[src/rtl/ovl_bus_mon_pkg.sv]
// Shared types and constants for the tristate bus contention monitor.
package ovl_bus_mon_pkg;

    typedef enum logic [1:0] {
        ST_IDLE    = 2'd0,
        ST_OWNED   = 2'd1,
        ST_CONTEND = 2'd2,
        ST_QUIET   = 2'd3
    } bus_state_e;

    localparam int FIRE_CONTENTION = 0;
    localparam int FIRE_QUIET      = 1;
    localparam int FIRE_XCHECK     = 2;
    localparam int CNT_W           = 16;

    function automatic logic [CNT_W-1:0] sat_inc(input logic [CNT_W-1:0] v);
        if (v == {CNT_W{1'b1}}) begin
            return v;
        end else begin
            return v + {{(CNT_W-1){1'b0}}, 1'b1};
        end
    endfunction

endpackage

[src/rtl/ovl_bus_enable_decode.sv]
// Classifies the driver enable vector as none/one/many and finds the lowest active driver.
module ovl_bus_enable_decode #(
    parameter int NUM_DRIVERS = 4,
    parameter int IDX_W       = (NUM_DRIVERS > 1) ? $clog2(NUM_DRIVERS) : 1
) (
    input  logic [NUM_DRIVERS-1:0] driver_enables,
    output logic                   none,
    output logic                   one,
    output logic                   many,
    output logic [IDX_W-1:0]       index
);

    logic             seen_s;
    logic             multi_s;
    logic [IDX_W-1:0] idx_s;

    // Scan high to low so the last hit is the lowest set index.
    always_comb begin
        seen_s  = 1'b0;
        multi_s = 1'b0;
        idx_s   = {IDX_W{1'b0}};
        for (int i = NUM_DRIVERS - 1; i >= 0; i--) begin
            if (driver_enables[i]) begin
                multi_s = multi_s | seen_s;
                seen_s  = 1'b1;
                idx_s   = IDX_W'(i);
            end else begin
                multi_s = multi_s;
            end
        end
    end

    assign none  = ~seen_s;
    assign one   = seen_s & ~multi_s;
    assign many  = multi_s;
    assign index = idx_s;

endmodule

[src/rtl/ovl_bus_contention_monitor.sv]
// Tristate bus contention / handover-quiet-window checker with registered violation pulses.
// Optional X/Z-on-owned-bus check is compiled in with macro OVL_BUS_XCHECK_EN.
module ovl_bus_contention_monitor
    import ovl_bus_mon_pkg::*;
#(
    parameter int NUM_DRIVERS = 4,
    parameter int WIDTH       = 8,
    parameter int MIN_QUIET   = 1,
    parameter int MAX_QUIET   = 0,
    parameter int OW          = (NUM_DRIVERS > 1) ? $clog2(NUM_DRIVERS) : 1
) (
    input  logic                   clock,
    input  logic                   reset,
    input  logic                   enable,
    input  logic [WIDTH-1:0]       test_expr,
    input  logic [NUM_DRIVERS-1:0] driver_enables,
    output logic [2:0]             fire,
    output logic [OW-1:0]          owner,
    output logic                   owner_valid,
    output logic [CNT_W-1:0]       violation_count
);

    localparam logic [CNT_W-1:0] MIN_Q = CNT_W'(MIN_QUIET);
    localparam logic [CNT_W-1:0] MAX_Q = CNT_W'(MAX_QUIET);

    logic             none_s;
    logic             one_s;
    logic             many_s;
    logic [OW-1:0]    idx_s;
    logic             xz_s;

    bus_state_e       state_r;
    bus_state_e       state_nx_s;
    logic [CNT_W-1:0] qcnt_r;
    logic [CNT_W-1:0] qcnt_nx_s;
    logic [OW-1:0]    owner_r;
    logic [OW-1:0]    owner_nx_s;
    logic             owner_valid_r;
    logic [2:0]       fire_r;
    logic [2:0]       fire_nx_s;
    logic [CNT_W-1:0] count_r;

    ovl_bus_enable_decode #(
        .NUM_DRIVERS (NUM_DRIVERS),
        .IDX_W       (OW)
    ) u_decode (
        .driver_enables (driver_enables),
        .none           (none_s),
        .one            (one_s),
        .many           (many_s),
        .index          (idx_s)
    );

`ifdef OVL_BUS_XCHECK_EN
    assign xz_s = (state_r == ST_OWNED) && one_s && $isunknown(test_expr);
`else
    logic unused_test_expr_s;
    assign unused_test_expr_s = ^test_expr;
    assign xz_s = 1'b0;
`endif

    // Next-state, quiet counter, owner and violation decode.
    always_comb begin
        state_nx_s = state_r;
        qcnt_nx_s  = qcnt_r;
        owner_nx_s = owner_r;
        fire_nx_s  = 3'b000;
        if (many_s) begin
            // Contention always wins regardless of state.
            state_nx_s                 = ST_CONTEND;
            qcnt_nx_s                  = {CNT_W{1'b0}};
            owner_nx_s                 = {OW{1'b0}};
            fire_nx_s[FIRE_CONTENTION] = 1'b1;
        end else begin
            case (state_r)
                ST_IDLE: begin
                    if (one_s) begin
                        state_nx_s = ST_OWNED;
                        owner_nx_s = idx_s;
                    end else begin
                        state_nx_s = ST_IDLE;
                    end
                end
                ST_OWNED: begin
                    if (one_s) begin
                        fire_nx_s[FIRE_QUIET] = (idx_s != owner_r) && (MIN_QUIET > 0);
                        owner_nx_s            = idx_s;
                    end else begin
                        state_nx_s = ST_QUIET;
                        qcnt_nx_s  = {{(CNT_W-1){1'b0}}, 1'b1};
                        owner_nx_s = {OW{1'b0}};
                    end
                end
                ST_CONTEND: begin
                    if (one_s) begin
                        state_nx_s = ST_OWNED;
                        owner_nx_s = idx_s;
                    end else begin
                        state_nx_s = ST_QUIET;
                        qcnt_nx_s  = {{(CNT_W-1){1'b0}}, 1'b1};
                    end
                end
                ST_QUIET: begin
                    if (one_s) begin
                        state_nx_s            = ST_OWNED;
                        owner_nx_s            = idx_s;
                        qcnt_nx_s             = {CNT_W{1'b0}};
                        fire_nx_s[FIRE_QUIET] = (qcnt_r < MIN_Q);
                    end else if ((MAX_QUIET > 0) && (qcnt_r == MAX_Q)) begin
                        // Window expired: report once and forget the previous owner.
                        state_nx_s            = ST_IDLE;
                        qcnt_nx_s             = {CNT_W{1'b0}};
                        fire_nx_s[FIRE_QUIET] = 1'b1;
                    end else begin
                        qcnt_nx_s = sat_inc(qcnt_r);
                    end
                end
                default: begin
                    state_nx_s = ST_IDLE;
                    qcnt_nx_s  = {CNT_W{1'b0}};
                    owner_nx_s = {OW{1'b0}};
                end
            endcase
        end
        fire_nx_s[FIRE_XCHECK] = xz_s;
    end

    // State and output registers; enable low freezes everything but clears fire.
    always_ff @(posedge clock) begin
        if (!reset) begin
            state_r       <= ST_IDLE;
            qcnt_r        <= {CNT_W{1'b0}};
            owner_r       <= {OW{1'b0}};
            owner_valid_r <= 1'b0;
            fire_r        <= 3'b000;
            count_r       <= {CNT_W{1'b0}};
        end else if (enable) begin
            state_r       <= state_nx_s;
            qcnt_r        <= qcnt_nx_s;
            owner_r       <= owner_nx_s;
            owner_valid_r <= (state_nx_s == ST_OWNED);
            fire_r        <= fire_nx_s;
            count_r       <= (fire_nx_s != 3'b000) ? sat_inc(count_r) : count_r;
        end else begin
            fire_r <= 3'b000;
        end
    end

    assign fire            = fire_r;
    assign owner           = owner_r;
    assign owner_valid     = owner_valid_r;
    assign violation_count = count_r;

endmodule

[config.mk]
export PLATFORM = sky130hd
export DESIGN_NAME = ovl_bus_contention_monitor
export DESIGN_NICKNAME = d
export VERILOG_FILES = /design/src/rtl/ovl_bus_mon_pkg.sv /design/src/rtl/ovl_bus_enable_decode.sv /design/src/rtl/ovl_bus_contention_monitor.sv
export SDC_FILE = /design/constraint.sdc
export NUM_CORES = 1
export LEC_CHECK = 0
export BUFFER_PORTS_ARGS = -buffer_cell sky130_fd_sc_hd__buf_2
export CAP_MARGIN = 20
export CORE_ASPECT_RATIO = 1.25
export CORE_MARGIN = 2
export CORE_UTILIZATION = 56
export DETAILED_ROUTE_END_ITERATION = 7
export PLACE_DENSITY_LB_ADDON = 0.12
export SYNTH_ARGS = -nofsm -noshare
export SYNTH_HDL_FRONTEND = slang
export SYNTH_SLANG_ARGS = --single-unit
[constraint.sdc]
create_clock -name clock -period 2.6 [get_ports clock]
set_input_delay 0.26 -clock clock [delete_from_list [all_inputs] [get_ports clock]]
set_output_delay 0.26 -clock clock [all_outputs]
set_load 0.02 [all_outputs]
==> run_results.csv, run 1 <==
group,metric,value,unit
status,status,"finished, final reports clean",
grt,overflow,0,
synth,async_flop_share,0,%
pwr,pwr-share-clk,41.3,%
synth,ys_seq_area_share,36.0,%
floorplan,die_x,59.6,um
worst_setup_path,rr_worst_depth,8,
cts,numCtsBuffers,5,
detailed_routing,wire_per_inst,13.7,um
pwr,comb_power_share,10.7,%
cts,root_buffer,"clkbuf_8",
pwr,ir_worst_vdd,0.000367,V
timing,drv_slew,0,
cells_and_area,synthToLayoutAreaGrowth,15.1,%
cts,clk_pin_slew,0.08,ns
detailed_routing,route.detailed.drc,0,
worst_setup_path,arrival,2.62,ns
worst_setup_path,r2r_setup_slack,0.19,ns
detailed_routing,wl,4640,um
hold_path,hold_depth,3,
timing,hold_slack,0.268,ns
worst_setup_path,cp-start-kind,"flop",
synth,yosys_warnings,0,
floorplan,initial_utilization,57.7,%
grt,grt_usage,23.0,%
timing,final-hold-violation-count,0,
timing,setup_viol_count_final,0,
pwr,p_sw,316,uW
synth,synthTopCellsByArea,"dfxtp_1, xnor2_1, nor2_1",
grt,grt_start_max_net_pins,31,
synth,yosysTopAreaCell,"dfxtp_1",
pwr,totalPowerFinal,1.28,mW
worst_setup_path,worstPathRequired,2.81,ns
synth,synth_area,0.00217,mm^2
worst_setup_path,end_kind,"flop",
worst_setup_path,cp_max_fo,30,
timing,clock.fmax,0.416,GHz
floorplan,die_h,73.6,um
place,dpl.hpwl,3270,um
cts,cts-resized-gates,0,
timing,period_minus_slack,2.41,ns
floorplan,pin_count,37,
floorplan,coreArea,0.00375,mm^2
hold_path,hp-class,"primary input to flop",
timing,maxSlewHeadroom,60.6,%
detailed_routing,dr_total_vias,2035,
synth,ys_ff_latch,39,
job,maxCapViolCount,0,
grt,antenna_found_initial,0,
cells_and_area,finish.net_count,319,
cells_and_area,drive_above_1_share,17.8,%
synth,synthFlopType,"dfxtp_1",
cts,cts.sinks,39,
cts,cts_setup_buffers,0,
pwr,p_per_area,515,mW/mm^2
worst_setup_path,path_class,"flop to flop",
synth,synth_edf_count,0,
timing,post-route-period-util,92.6,%
pwr,power.share.sequential,48.0,%
detailed_routing,ant_nets,0,
synth,yosys.cell_count.top_type,"dfxtp_1",
detailed_routing,dr.pass1.iters,4,
floorplan,design.die.area,0.00439,mm^2
place,io_buffers,27,
detailed_routing,drt-initial-drc-count,110,
place,gp_congestion,0.838,
timing,worst_pin_slew,0.587,ns
timing,skew,0.00429,ns
detailed_routing,viasPerCell,6.02,
pwr,p_leak,0.908,nW
cts,clk_latency,0.29,ns
synth,syn-num-nets,291,
cts,cts_tree,"yes",
synth,syn_inst,269,
cts,cts_hold_buf,0,
synth,synth_top_cell_area_share,36.0,%
synth,synth.top_cells.by_count,"dfxtp_1, nor2_1, a21oi_1",
cts,htreeDepth,2,
timing,tns,0,ns
pwr,power_switching_share,24.6,%
cts,cts_buffer_depth,2,
synth,syn_avg_cell_area,8.06,um^2
cells_and_area,antenna_cells,0,
synth,synth_cell_types,55,
timing,rsz0062_at_grt,"false",
grt,grt_pass1_vias,1870,
floorplan,row_count,25,
pwr,intPower,968,uW
grt,grt_first_pass_wirelength,7800,um
## stage by stage
step	instances	util [%]	area (um^2)	worst slack (ns)
after floorplan	269	-	2170	0.343
after global placement	330	62.8	2360	0.146
after detailed placement	330	62.8	2360	0.108
after CTS	338	66.0	2480	0.0166
after global routing	338	66.5	2490	0.000657
final	338	66.5	2490	0.194
## cells by family (layout without fill, tap and decap cells)
group                      after synthesis  count (layout)  synth area share (%)
adders and majority gates                8               8                  4.50
buffers and inverters                   26              55                  5.25
AOI/OAI and AO/OA                       66              66                  19.6
muxes                                    1               1                 0.462
other                                    1               1                 0.173
xor gates and xnor gates                15              15                  6.06
and+or+nand+nor                        113             113                  27.9
DFF                                     39              39                  36.0
## power by group through the flow
stage          Combinational, mW  Sequential [mW]  Clock (mW)
3_3_place_gp               0.133            0.630           0
6_report                   0.137            0.616       0.531
5_1_grt                    0.152            0.618       0.564
3_5_place_dp               0.134            0.630           0
2_1_floorplan             0.0864            0.636           0
4_1_cts                    0.135            0.616       0.545
## worst paths after layout
path                                            to                     start
setup reg to reg  violation_count[13]$_SDFFE_PN0P_   state_r[0]$_SDFFE_PN0P_
hold / removal                  fire[0]$_SDFF_PN0_                    enable
setup / recovery  violation_count[13]$_SDFFE_PN0P_   state_r[0]$_SDFFE_PN0P_
hold reg to reg           owner_valid$_SDFFE_PN0P_  owner_valid$_SDFFE_PN0P_
## layer usage
metal	up-vias	wire [um]	global-route usage [%]
met3	12	168	5.28
met5	-	0	0
li1	1028	-	-
met1	952	2130	26.1
met2	43	2240	39.0
met4	0	103	12.3
## placed cells by master, fill, tap and decap left out, types with 6 or more instances in the layout
cell type  instances
xnor2_1           12
o21ai_0           17
ha_1               7
buf_2             27
buf_4              6
nand3_1           13
inv_1             12
dfxtp_1           39
a21oi_1           19
nor3_1             9
or3_1              7
clkbuf_8           6
nor2_1            27
or4_1              6
nand2_1           17
## flip-flops by register name, summed over array words and instances, names as in the netlist
signal           count
state_r              2
owner                2
qcnt_r              16
owner_valid          1
violation_count     16
fire                 2
## area by class of cell
type,instances,area (um^2)
clock buffer,6,82.6
clock inverter,2,35.0
fill,331,1260
inverter,13,48.8
multi-input combinational,204,1300
sequential,39,781
tap,40,50.0
timing repair buffer,34,200
## critical path, stage by stage (launching register included)
cell and delay (ns):
dfxtp_1 0.38, ha_1 0.19, nor4b_2 0.22, nand4_1 0.17, a221oi_2 0.39, a31oi_2 0.16, buf_12 0.19, or4_1 0.47
a21oi_1 0.14
Note: power is estimated with default switching activity, not from simulation.
==> inputs of run 2 (changes only) <==
- CAP_MARGIN: 20 -> unset
- CORE_UTILIZATION: 56 -> 50
- clock period: 2.6 -> 2.1 ns (I/O delays scaled with it)
==> run 2 against run 1 <==
The run now ends with setup timing left. Register-to-register slack worse by 0.37 ns. Maximum frequency is 5.9% higher. Design area increased by 21%. Die area up 11%. First-iteration DRC count grew 16%. Flip-flop and latch count is the same. Total power is 21% higher. Non-clock buffer count up 38. Worst hold slack got worse by 0.024 ns. Via count rose by 8.6%. Critical path depth is the same. Largest power group unchanged. Highest routed layer unchanged.
==> run_results.csv, run 2 (synthesized netlist as in run 1, its figures left out) <==
group,metric,value,unit
floorplan,row_count,26,
cts,root_buffer,"clkbuf_8",
cells_and_area,synthToLayoutAreaGrowth,39.7,%
worst_setup_path,crit_chain,"ha_4, nor4b_4, nand4_1, a221oi_4, a31oi_4, buf_12, or4_1, a21oi_1",
cts,htreeDepth,2,
detailed_routing,route.detailed.drc,0,
worst_setup_path,max_stage_delay,0.48,ns
place,gp_congestion,0.834,
detailed_routing,drt-initial-drc-count,128,
timing,tns,-1.83,ns
worst_setup_path,arrival,2.48,ns
grt,antenna_found_initial,0,
cells_and_area,antenna_cells,0,
timing,post-route-period-util,108,%
cts,cts.sinks,39,
timing,setup_viol_count_final,18,
detailed_routing,ant_nets,0,
cts,clk_pin_slew,0.08,ns
floorplan,die_h,77.6,um
pwr,ir_worst_vdd,0.000391,V
worst_setup_path,end_kind,"flop",
floorplan,pin_count,37,
detailed_routing,dr_total_vias,2210,
cts,clk_latency,0.29,ns
detailed_routing,wl,5720,um
place,io_buffers,27,
cells_and_area,finish.net_count,357,
status,status,"finished, violations left",
grt,grt_first_pass_wirelength,9070,um
cells_and_area,layout_commonest_cell,"buf_4",
floorplan,coreArea,0.00413,mm^2
cts,cts_hold_buf,0,
place,dpl.hpwl,3790,um
cts,numCtsBuffers,5,
timing,maxSlewHeadroom,58.2,%
worst_setup_path,worstPathRequired,2.31,ns
timing,drv_slew,0,
timing,fin_ws,-0.173,ns
worst_setup_path,path_class,"flop to flop",
pwr,p_per_area,512,mW/mm^2
pwr,p_leak,1.18,nW
worst_setup_path,crit_path_top_delay_cell,"or4_1",
job,maxCapViolCount,0,
timing,skew,0.00369,ns
grt,overflow,0,
cells_and_area,drive_above_1_share,34.9,%
place,place_ws,-0.204,ns
pwr,totalPowerFinal,1.55,mW
worst_setup_path,cp-start-kind,"flop",
grt,grt_usage,23.1,%
timing,final-hold-violation-count,0,
timing,period_minus_slack,2.27,ns
floorplan,design.die.area,0.00488,mm^2
status,violations,"setup timing",
detailed_routing,viasPerCell,5.65,
cts,cts_buffer_depth,2,
cts,cts_tree,"yes",
timing,hold_slack,0.244,ns
worst_setup_path,cp_max_fo,7,
hold_path,hp-class,"primary input to flop",
cells_and_area,final_cell_mix,"buf_4, dfxtp_1, buf_2",
timing,rsz0062_at_grt,"true",
detailed_routing,wire_per_inst,14.6,um
grt,grt_start_max_net_pins,20,
timing,worst_pin_slew,0.623,ns
cells_and_area,nFillCells,330,
timing,clock.fmax,0.440,GHz
floorplan,die_x,62.9,um
grt,grt_pass1_vias,2044,
floorplan,initial_utilization,52.5,%
detailed_routing,dr.pass1.iters,4,
[run 2: per-layer routing]
| layer | GRT usage, % | part of all wire (%) |
|---|---|---|
| met5 | 0 | 0 |
| met4 | 7.78 | 0.84 |
| met3 | 4.78 | 2.9 |
| met2 | 40.3 | 52 |
| met1 | 27.9 | 44 |
[run 2: cell type report]
class	count	area, um^2	share of cell area, %
Multi-Input combinational cell	204	1500	49.5
Sequential cell	39	786	26.0
Timing Repair Buffer	72	536	17.7
Clock buffer	6	82.6	2.73
Tap cell	56	70.1	2.32
Inverter	13	48.8	1.61
Clock inverter	1	5.00	0.165
[run 2: worst paths after layout]
check	from	endpoint	slack, ns	cells after the start
max	state_r[0]$_SDFFE_PN0P_	violation_count[15]$_SDFFE_PN0P_	-0.17	8
min	enable	fire[0]$_SDFF_PN0_	0.24	3
max reg2reg	state_r[0]$_SDFFE_PN0P_	violation_count[15]$_SDFFE_PN0P_	-0.17	8
min reg2reg	owner_valid$_SDFFE_PN0P_	owner_valid$_SDFFE_PN0P_	0.46	2
[run 2: worst max-delay path, delay by kind of cell, from the launching register on]
family                     cells  cell delay (ns)
and+or+nand+nor                3             0.87
buffers and inverters          1             0.17
AOI/OAI and AO/OA              3             0.66
adders and majority gates      1             0.14
DFF                            1             0.36
[run 2: report_power, final]
| part | switching, mW | internal (mW) | leakage (nW) |
|---|---|---|---|
| sequential | 0.00795 | 0.752 | 0.317 |
| clock | 0.269 | 0.258 | 0.0470 |
| combinational | 0.141 | 0.122 | 0.813 |
[run 2: what timing repair did]
action                     4_1_cts  5_1_grt
setup buffers                    0        5
setup endpoints to repair       14       30
cloned                           2        0
pin swaps                       18        3
resized for setup                9       32
[run 2: through the flow]
step / cell area (um^2) / utilization, % / std cells
2_1_floorplan: 2190 / - / 269
3_3_place_gp: 2630 / 63.6 / 377
3_5_place_dp: 2630 / 63.6 / 377
4_1_cts: 2830 / 68.5 / 386
5_1_grt: 3030 / 73.3 / 391
6_report: 3030 / 73.3 / 391
